### src/rtl/sim_run_monitor.sv
// ----------------------------------------------------------------------------
// sim_run_monitor
//   End-of-test controller for the simulation top level. Watches core retire
//   and halt events and ends the run by clean halt (via a short drain),
//   watchdog (no retires for too long) or hard timeout.
//
// Ports
//   clk            in   core clock
//   reset          in   asynchronous active-low reset (0 = in reset)
//   retire_vld     in   one instruction retired this cycle
//   halt_req       in   core requests end of test
//   halt_pass      in   test verdict, valid with halt_req
//   cycle_count    out  cycles counted in RUN/DRAIN (saturating)
//   retired_count  out  retires counted in RUN/DRAIN (saturating)
//   done           out  run finished
//   pass           out  run passed (meaningful when done)
//   fail_code      out  0 NONE, 1 HALT, 2 WDOG, 3 TIMEOUT
//   finish_req     out  one-cycle pulse on the first cycle in DONE
// ----------------------------------------------------------------------------
module sim_run_monitor #(
    parameter int unsigned MAX_CYCLES   = 100,
    parameter int unsigned WDOG_CYCLES  = 32,
    parameter int unsigned DRAIN_CYCLES = 4,
    parameter int unsigned CNT_W        = 32
) (
    input  logic             clk,
    input  logic             reset,
    input  logic             retire_vld,
    input  logic             halt_req,
    input  logic             halt_pass,
    output logic [CNT_W-1:0] cycle_count,
    output logic [CNT_W-1:0] retired_count,
    output logic             done,
    output logic             pass,
    output logic [1:0]       fail_code,
    output logic             finish_req
);

    // One spare bit so the watchdog can step past its trip value on a halt edge.
    localparam int unsigned WDOG_W  = $clog2(WDOG_CYCLES + 1);
    localparam int unsigned DRAIN_W = $clog2(DRAIN_CYCLES + 1);

    localparam logic [1:0] CODE_NONE    = 2'd0;
    localparam logic [1:0] CODE_HALT    = 2'd1;
    localparam logic [1:0] CODE_WDOG    = 2'd2;
    localparam logic [1:0] CODE_TIMEOUT = 2'd3;

    typedef enum logic [1:0] {
        ST_RUN   = 2'd0,
        ST_DRAIN = 2'd1,
        ST_DONE  = 2'd2
    } state_e;

    state_e             state_q, state_d;
    logic [CNT_W-1:0]   cycle_q, cycle_d;
    logic [CNT_W-1:0]   retired_q, retired_d;
    logic [WDOG_W-1:0]  wdog_q, wdog_d;
    logic [DRAIN_W-1:0] drain_q, drain_d;
    logic               done_q, done_d;
    logic               pass_q, pass_d;
    logic [1:0]         code_q, code_d;
    logic               finish_q, finish_d;

    // Next-state and status logic.
    always_comb begin
        state_d   = state_q;
        cycle_d   = cycle_q;
        retired_d = retired_q;
        wdog_d    = wdog_q;
        drain_d   = drain_q;
        done_d    = done_q;
        pass_d    = pass_q;
        code_d    = code_q;
        finish_d  = 1'b0;

        // Counters advance in RUN and DRAIN, including the edge into DONE.
        if (state_q != ST_DONE) begin
            if (cycle_q != {CNT_W{1'b1}}) begin
                cycle_d = cycle_q + CNT_W'(1);
            end
            if (retire_vld && (retired_q != {CNT_W{1'b1}})) begin
                retired_d = retired_q + CNT_W'(1);
            end
        end

        case (state_q)
            ST_RUN: begin
                wdog_d = retire_vld ? '0 : wdog_q + WDOG_W'(1);
                // Exit priority: halt, then watchdog, then timeout.
                if (halt_req) begin
                    state_d = ST_DRAIN;
                    pass_d  = halt_pass;
                    code_d  = CODE_HALT;
                    drain_d = '0;
                end else if (!retire_vld && (wdog_q == WDOG_W'(WDOG_CYCLES - 1))) begin
                    state_d  = ST_DONE;
                    code_d   = CODE_WDOG;
                    pass_d   = 1'b0;
                    done_d   = 1'b1;
                    finish_d = 1'b1;
                end else if (cycle_q == CNT_W'(MAX_CYCLES - 1)) begin
                    state_d  = ST_DONE;
                    code_d   = CODE_TIMEOUT;
                    pass_d   = 1'b0;
                    done_d   = 1'b1;
                    finish_d = 1'b1;
                end
            end
            ST_DRAIN: begin
                drain_d = drain_q + DRAIN_W'(1);
                if (drain_q == DRAIN_W'(DRAIN_CYCLES - 1)) begin
                    state_d  = ST_DONE;
                    done_d   = 1'b1;
                    finish_d = 1'b1;
                end
            end
            default: begin
            end
        endcase
    end

    // State and status registers.
    always_ff @(posedge clk or negedge reset) begin
        if (!reset) begin
            state_q   <= ST_RUN;
            cycle_q   <= '0;
            retired_q <= '0;
            wdog_q    <= '0;
            drain_q   <= '0;
            done_q    <= 1'b0;
            pass_q    <= 1'b0;
            code_q    <= CODE_NONE;
            finish_q  <= 1'b0;
        end else begin
            state_q   <= state_d;
            cycle_q   <= cycle_d;
            retired_q <= retired_d;
            wdog_q    <= wdog_d;
            drain_q   <= drain_d;
            done_q    <= done_d;
            pass_q    <= pass_d;
            code_q    <= code_d;
            finish_q  <= finish_d;
        end
    end

    assign cycle_count   = cycle_q;
    assign retired_count = retired_q;
    assign done          = done_q;
    assign pass          = pass_q;
    assign fail_code     = code_q;
    assign finish_req    = finish_q;

`ifndef SYNTHESIS
    // End-of-run report, printed with the values settled after the DONE entry edge.
    always @(posedge finish_q) begin
        $strobe("sim_run_monitor: run ended code=%0d cycles=%0d retired=%0d",
                code_q, cycle_q, retired_q);
    end
`endif

endmodule
### config.mk
export PLATFORM = sky130hd
export DESIGN_NAME = sim_run_monitor
export DESIGN_NICKNAME = d
export VERILOG_FILES = /design/src/rtl/sim_run_monitor.sv
export SDC_FILE = /design/constraint.sdc
export NUM_CORES = 1
export LEC_CHECK = 0
export ABC_AREA = 1
export CORE_MARGIN = 1.5
export CORE_UTILIZATION = 50
export CTS_CLUSTER_SIZE = 25
export DETAILED_ROUTE_END_ITERATION = 12
export PLACE_DENSITY = 0.83
export SLEW_MARGIN = 20
export SYNTH_ARGS = -nofsm -noshare
export SYNTH_HDL_FRONTEND = slang
export SYNTH_SLANG_ARGS = --single-unit
### constraint.sdc
create_clock -name clk -period 1.8 [get_ports clk]
set_clock_uncertainty 0.15 [all_clocks]
set_input_delay 0.27 -clock clk [delete_from_list [all_inputs] [get_ports clk]]
set_output_delay 0.27 -clock clk [all_outputs]
set_load 0.01 [all_outputs]
* Word level (Yosys, flattened, before mapping)
Index checks and enable logic that the tools add are counted.
** Word-level totals
- Flip-flop bits (word level) :: 80
- Input bits :: 5
- Output and inout bits :: 69
- Word-level logic and storage cells :: 61
** Cells by class
- Add/sub/neg operators :: 4
- Equal/unequal tests :: 12
- Multiplexer cells :: 24
- Reduce and logical (&&, ||, !) cells :: 12
** Operators with widths (number)
- adder 32 x 1 -> 32 bit (second input constant) :: 2
- != test 32 bit (second input constant) :: 2
- == test 32 x 7 -> 1 bit (second input constant) :: 1
- 2-to-1 mux 2 bit :: 7
- 2-to-1 mux 1 bit :: 11
- != test 2 bit (second input constant) :: 4
- AND reduction 2 bit :: 4
- adder 6 x 1 -> 6 bit (second input constant) :: 1
- == test 6 x 5 -> 1 bit (second input constant) :: 1
- 2-to-1 mux 6 bit :: 1
- case mux 3 bit (2 select lines) :: 1
- != test 4 bit (second input constant) :: 1
- case mux 1 bit (2 select lines) :: 2
- case mux 2 bit (2 select lines) :: 1
- AND reduction 4 bit :: 1
- adder 3 x 1 -> 3 bit (second input constant) :: 1
- == test 3 x 2 -> 1 bit (second input constant) :: 1
- 2-to-1 mux 3 bit :: 1
- != test 3 bit (second input constant) :: 1
- AND reduction 3 bit :: 1
- nonzero test 3 bit :: 1
- == test 2 x 1 -> 1 bit (second input constant) :: 1
- logical AND 1 bit :: 2
- zero test 2 bit :: 1
- 2 further kinds :: 2

* Longest topological paths before layout
- Depth after elaboration :: 5
- Depth in mapped cells :: 12
- Gate-level depth less buffers :: 10

* Worst setup path before layout
OpenSTA, ideal clock, no wires.
- Path kind :: register to register
- Start point :: reg cycle_q[0] (netlist: cycle_count[0])
- End point :: reg cycle_q[11] (netlist: cycle_count[11])
- Library setup time :: 0.116 ns
- Data arrival time :: 1.690 ns
- Data required time :: 1.534 ns
- Slack :: -0.156 ns
- Cell stages (with the launch flop) :: 13
- Path buffers :: 2
- Period minus slack after synthesis :: 1.956 ns
- Cells stage by stage :: dfrtp_1 > ha_1 > buf_2 > inv_2 > nor2_4 > nand2_2 > nor2_4 > nand2_2 > nand2_8 > inv_4 > buf_6 > nand2_1 > nand2_1
** On the way
- Longest elaborated chain between the ends :: 2
- Elaborated cells between the ends (all ways) :: 3
- Classes of those cells :: add/sub (1); eq/ne (1); reduce/logical (1)
** Ends and longest elaborated chain
- from (decl) :: RTL line 55 : logic [CNT_W-1:0] cycle_q, cycle_d;
- from (signal assigned) :: RTL line 136 : cycle_q <= cycle_d;
- branches (longest 2 deep; another with adder 32 x 1 -> 32 bit)
Several ways; the timed one is not identified.
A chain may end at the register's enable or synchronous reset.

* Final worst setup path
- Start point :: reg retired_q[10] (netlist: retired_count[10])
- End point :: out retired_count[10]
** RTL lines
- from (decl) :: RTL line 56 : logic [CNT_W-1:0] retired_q, retired_d;
- from (signal assigned) :: RTL line 137 : retired_q <= retired_d;
- to (decl) :: RTL line 32 : output logic [CNT_W-1:0] retired_count,
No word-level cell between the ends.

==> impl_results.md <==
* Number of placed cells counting well taps at 1052
* Core Footprint at 0.0102 mm2
* Part of the power in registers at 0.442
* Class of the most critical hold timing path: in2async
* Area of placed instances at 0.00659 mm2
* Most instantiated flip-flop cell in the synthesis netlist: dfrtp_1
* Final estimated routing congestion in global placement at 0.943
* Actual slew at the worst max-slew pin at 361 ps
* Clock tree root driver cell: clkbuf_8
* Remaining DRCs at 0
* Die outline height at 105 um
* Top area cells in the synthesized netlist: dfrtp_1 (38%), nand2_1 (28%), nor2_1 (10%)
* TritonCTS clock tree: done
* FF+latch count, synth at 80
* Part of the total power dissipated in combinational logic at 0.235
* Wire length per cell at 13.5 um
* Leakage power summed over all cells at 0.00363 uW
* Portion of total power attributed to the clock network at 0.322
* Worst path max stage delay at 560 ps
* Switching component of the power at 1350 uW
* Count of yosys warnings during synthesis at 0
* Post-Layout Cell Count at 1097
* Switching fraction of total power at 0.296
* Final critical delay including setup and external delays at 1770 ps
* Critical Path Stages at 1
* Maximum clock frequency at 0.564 GHz
* CP max stage cell: clkdlybuf4s50_1
* Total negative slack for setup checks at 0 ps
* CTS HTree Levels at 3
* Die Span X at 105 um
* Number of top-level design ports at 74
* Number of detailed-routing iterations run before antenna repair at 5
* Share of synthesized registers carrying an async set or reset at 1.00
* Post-synth top area cell: dfrtp_1
* Max-capacitance violation count at 0
* Starting DRT DRC Count at 420
* Count of different cell masters after synthesis at 28
* End of the worst register-to-register path: cycle_count[19]
* Post-detailed-route count of antenna-violating nets at 0
* Aggregate routed wire length at 14800 um
* Total Die Area at 0.0111 mm2
* Maximum number of pins on one net before global-route repair at 41
* Power per Cell Area at 643 mW/mm2
* Via density per instance at 5.13
* Cell count of the worst reg-to-reg path at 10
* Startpoint types: flop
* Clock-pin slew on the worst setup and hold paths at 80 ps
* Share of post-route cells with drive strength above 1 at 0.175
* Reg-to-reg slack, setup at 80 ps
* Global-route wire length before repair at 24000 um
* DP Wirelength at 10600 um
* Cell Rows at 37
* Required time of the critical path at 1380 ps
* Arr. time, crit path at 1350 ps
* Worst voltage drop across the vdd grid at 550 uV
* Clock Tree Buf Depth at 2
* Global routing usage summed across all routing layers at 0.273
* Utilization after layout at 0.691
* Seq/Total Area, Yosys at 0.383
* Post-Syn Nets at 797
* Count of buffer and inverter cells on the critical path at 1
* Max-slew headroom at the worst pin at 0.759
* Clock Sink Count at 80
* Top cell family by delay on the critical path: buffers and inverters
* Status: finished, final reports clean
* Number of failing hold endpoints at the final stage at 0
* Worst Setup EP: retired_count[10]
* Post-synth EDFFs at 0
* Initial cell density of the core at 0.511
* Kind of end point of the critical path: output pin
* Proportion of netlist area held by the largest area contributor at 0.383
* Worst Path Class, Setup: reg2out
* Final antenna diode count at 0
* Cell Area, Synth at 0.00523 mm2
* Clock latency at the later pin of the worst-skew pair at 380 ps
* Max Transition Viols Final at 0
* GRT overflow at 0
* Worst-path fanout max at 5
* Final count of negative-setup-slack endpoints at 0
* Worst Setup SP: retired_count[10]
* Post-Route Hold Slack at 173 ps
* Final cycle utilization of the critical path at 0.986
* Crit path cell chain: clkdlybuf4s50_1
* Instance count of the mapped netlist at 787
* Antenna violations before repair at 0
* Cell area after layout at 0.00707 mm2
* Num CTS Buffers at 9
* Synth Area per Inst at 6.65 um2
* Area grow syn2layout at 35.2%
* Routed via count at 5633
* Number of buffer cells added on primary ports at 73
* Startpoint of the worst register-to-register path: cycle_count[10]
* Cell Int Power at 3200 uW
* Vias in the first global route at 5133
* Post-layout nets at 967
[stage by stage]
stage	power, uW	worst slack, ps
after floorplan	2540	-5.92
after global placement	3030	-59.1
after detailed placement	3050	-62.4
after CTS	4550	0.322
after global routing	4760	-26.7
final	4540	25.8
[power by group through the flow]
stage / sequential (uW) / combinational [uW] / clock [uW]
after CTS: 2000 / 1060 / 1480
after floorplan: 2140 / 405 / 0
after global routing: 2030 / 1170 / 1560
after global placement: 2070 / 959 / 0
final: 2010 / 1070 / 1460
after detailed placement: 2070 / 981 / 0
[cells in the mapped netlist, types with 5 or more instances]
cell type	n
inv_1	29
o21ai_0	10
nand4_1	12
a21oi_1	5
nand3_1	11
xnor2_1	11
buf_6	10
dfrtp_1	80
nand3b_1	25
nor2_1	142
nor2_4	5
ha_1	5
nand2_1	390
xor2_1	22
[how the worst min path moves through the flow]
stage / slack [ps] / startpoint / end
floorplan: -180 / reset / cycle_count[0]
global placement: 30 / reset / cycle_count[8]
detailed placement: 20 / reset / retired_count[18]
CTS: 180 / reset / retired_count[18]
global route: 220 / reset / cycle_count[12]
finish: 170 / reset / retired_count[1]
[sequential cells by signal, indices dropped and copies added, names as in the netlist]
name	count
finish_req	1
wdog_q	6
drain_q	3
pass	1
cycle_count	32
retired_count	32
done	1
state_q	2
fail_code	2
[layout by cell type (no fill, tap or decap), drive strengths merged, types with 14 or more instances in the layout]
cell type / count
inv: 34
dlygate4sd2: 39
nand2: 396
buf: 99
o21ai: 14
dfrtp: 80
xor2: 22
nand3b: 25
clkdlybuf4s50: 24
nor2: 150
[routing by layer]
layer | vias to the layer above | GRT usage | routed length [um]
li1 | 2763 | - | -
met1 | 2645 | 0.348 | 6420
met2 | 195 | 0.465 | 7190
met3 | 30 | 0.0495 | 892
met4 | 0 | 0.0959 | 333
met5 | - | 0 | 0
[area by class of cell]
cell class,count,area (um2)
fill,831,3160
timing repair buffer,172,1500
inverter,33,129
tap,136,170
clock buffer,10,128
multi-input combinational,661,3030
clock inverter,5,81.3
sequential,80,2030
[logic make-up after synthesis]
family	count (synthesis)	synth area share
AND/OR/NAND/NOR	603	0.482
buffers and inverters	46	0.0486
XOR/XNOR	33	0.0552
flip-flops	80	0.383
AO/OA/AOI/OAI	20	0.0199
adder cells (fa/ha/maj)	5	0.0120
[timing repair]
item | in CTS | in global routing
endpoints found under the hold margin | 65 | 0
pin swaps | 0 | 2
resized for setup | 55 | 27
hold buffers | 1 | 0
buffers inserted | 19 | 10
setup endpoints to repair | 55 | 86
gates cloned | 0 | 0
No activity file was read; power rests on OpenSTA's default activity.
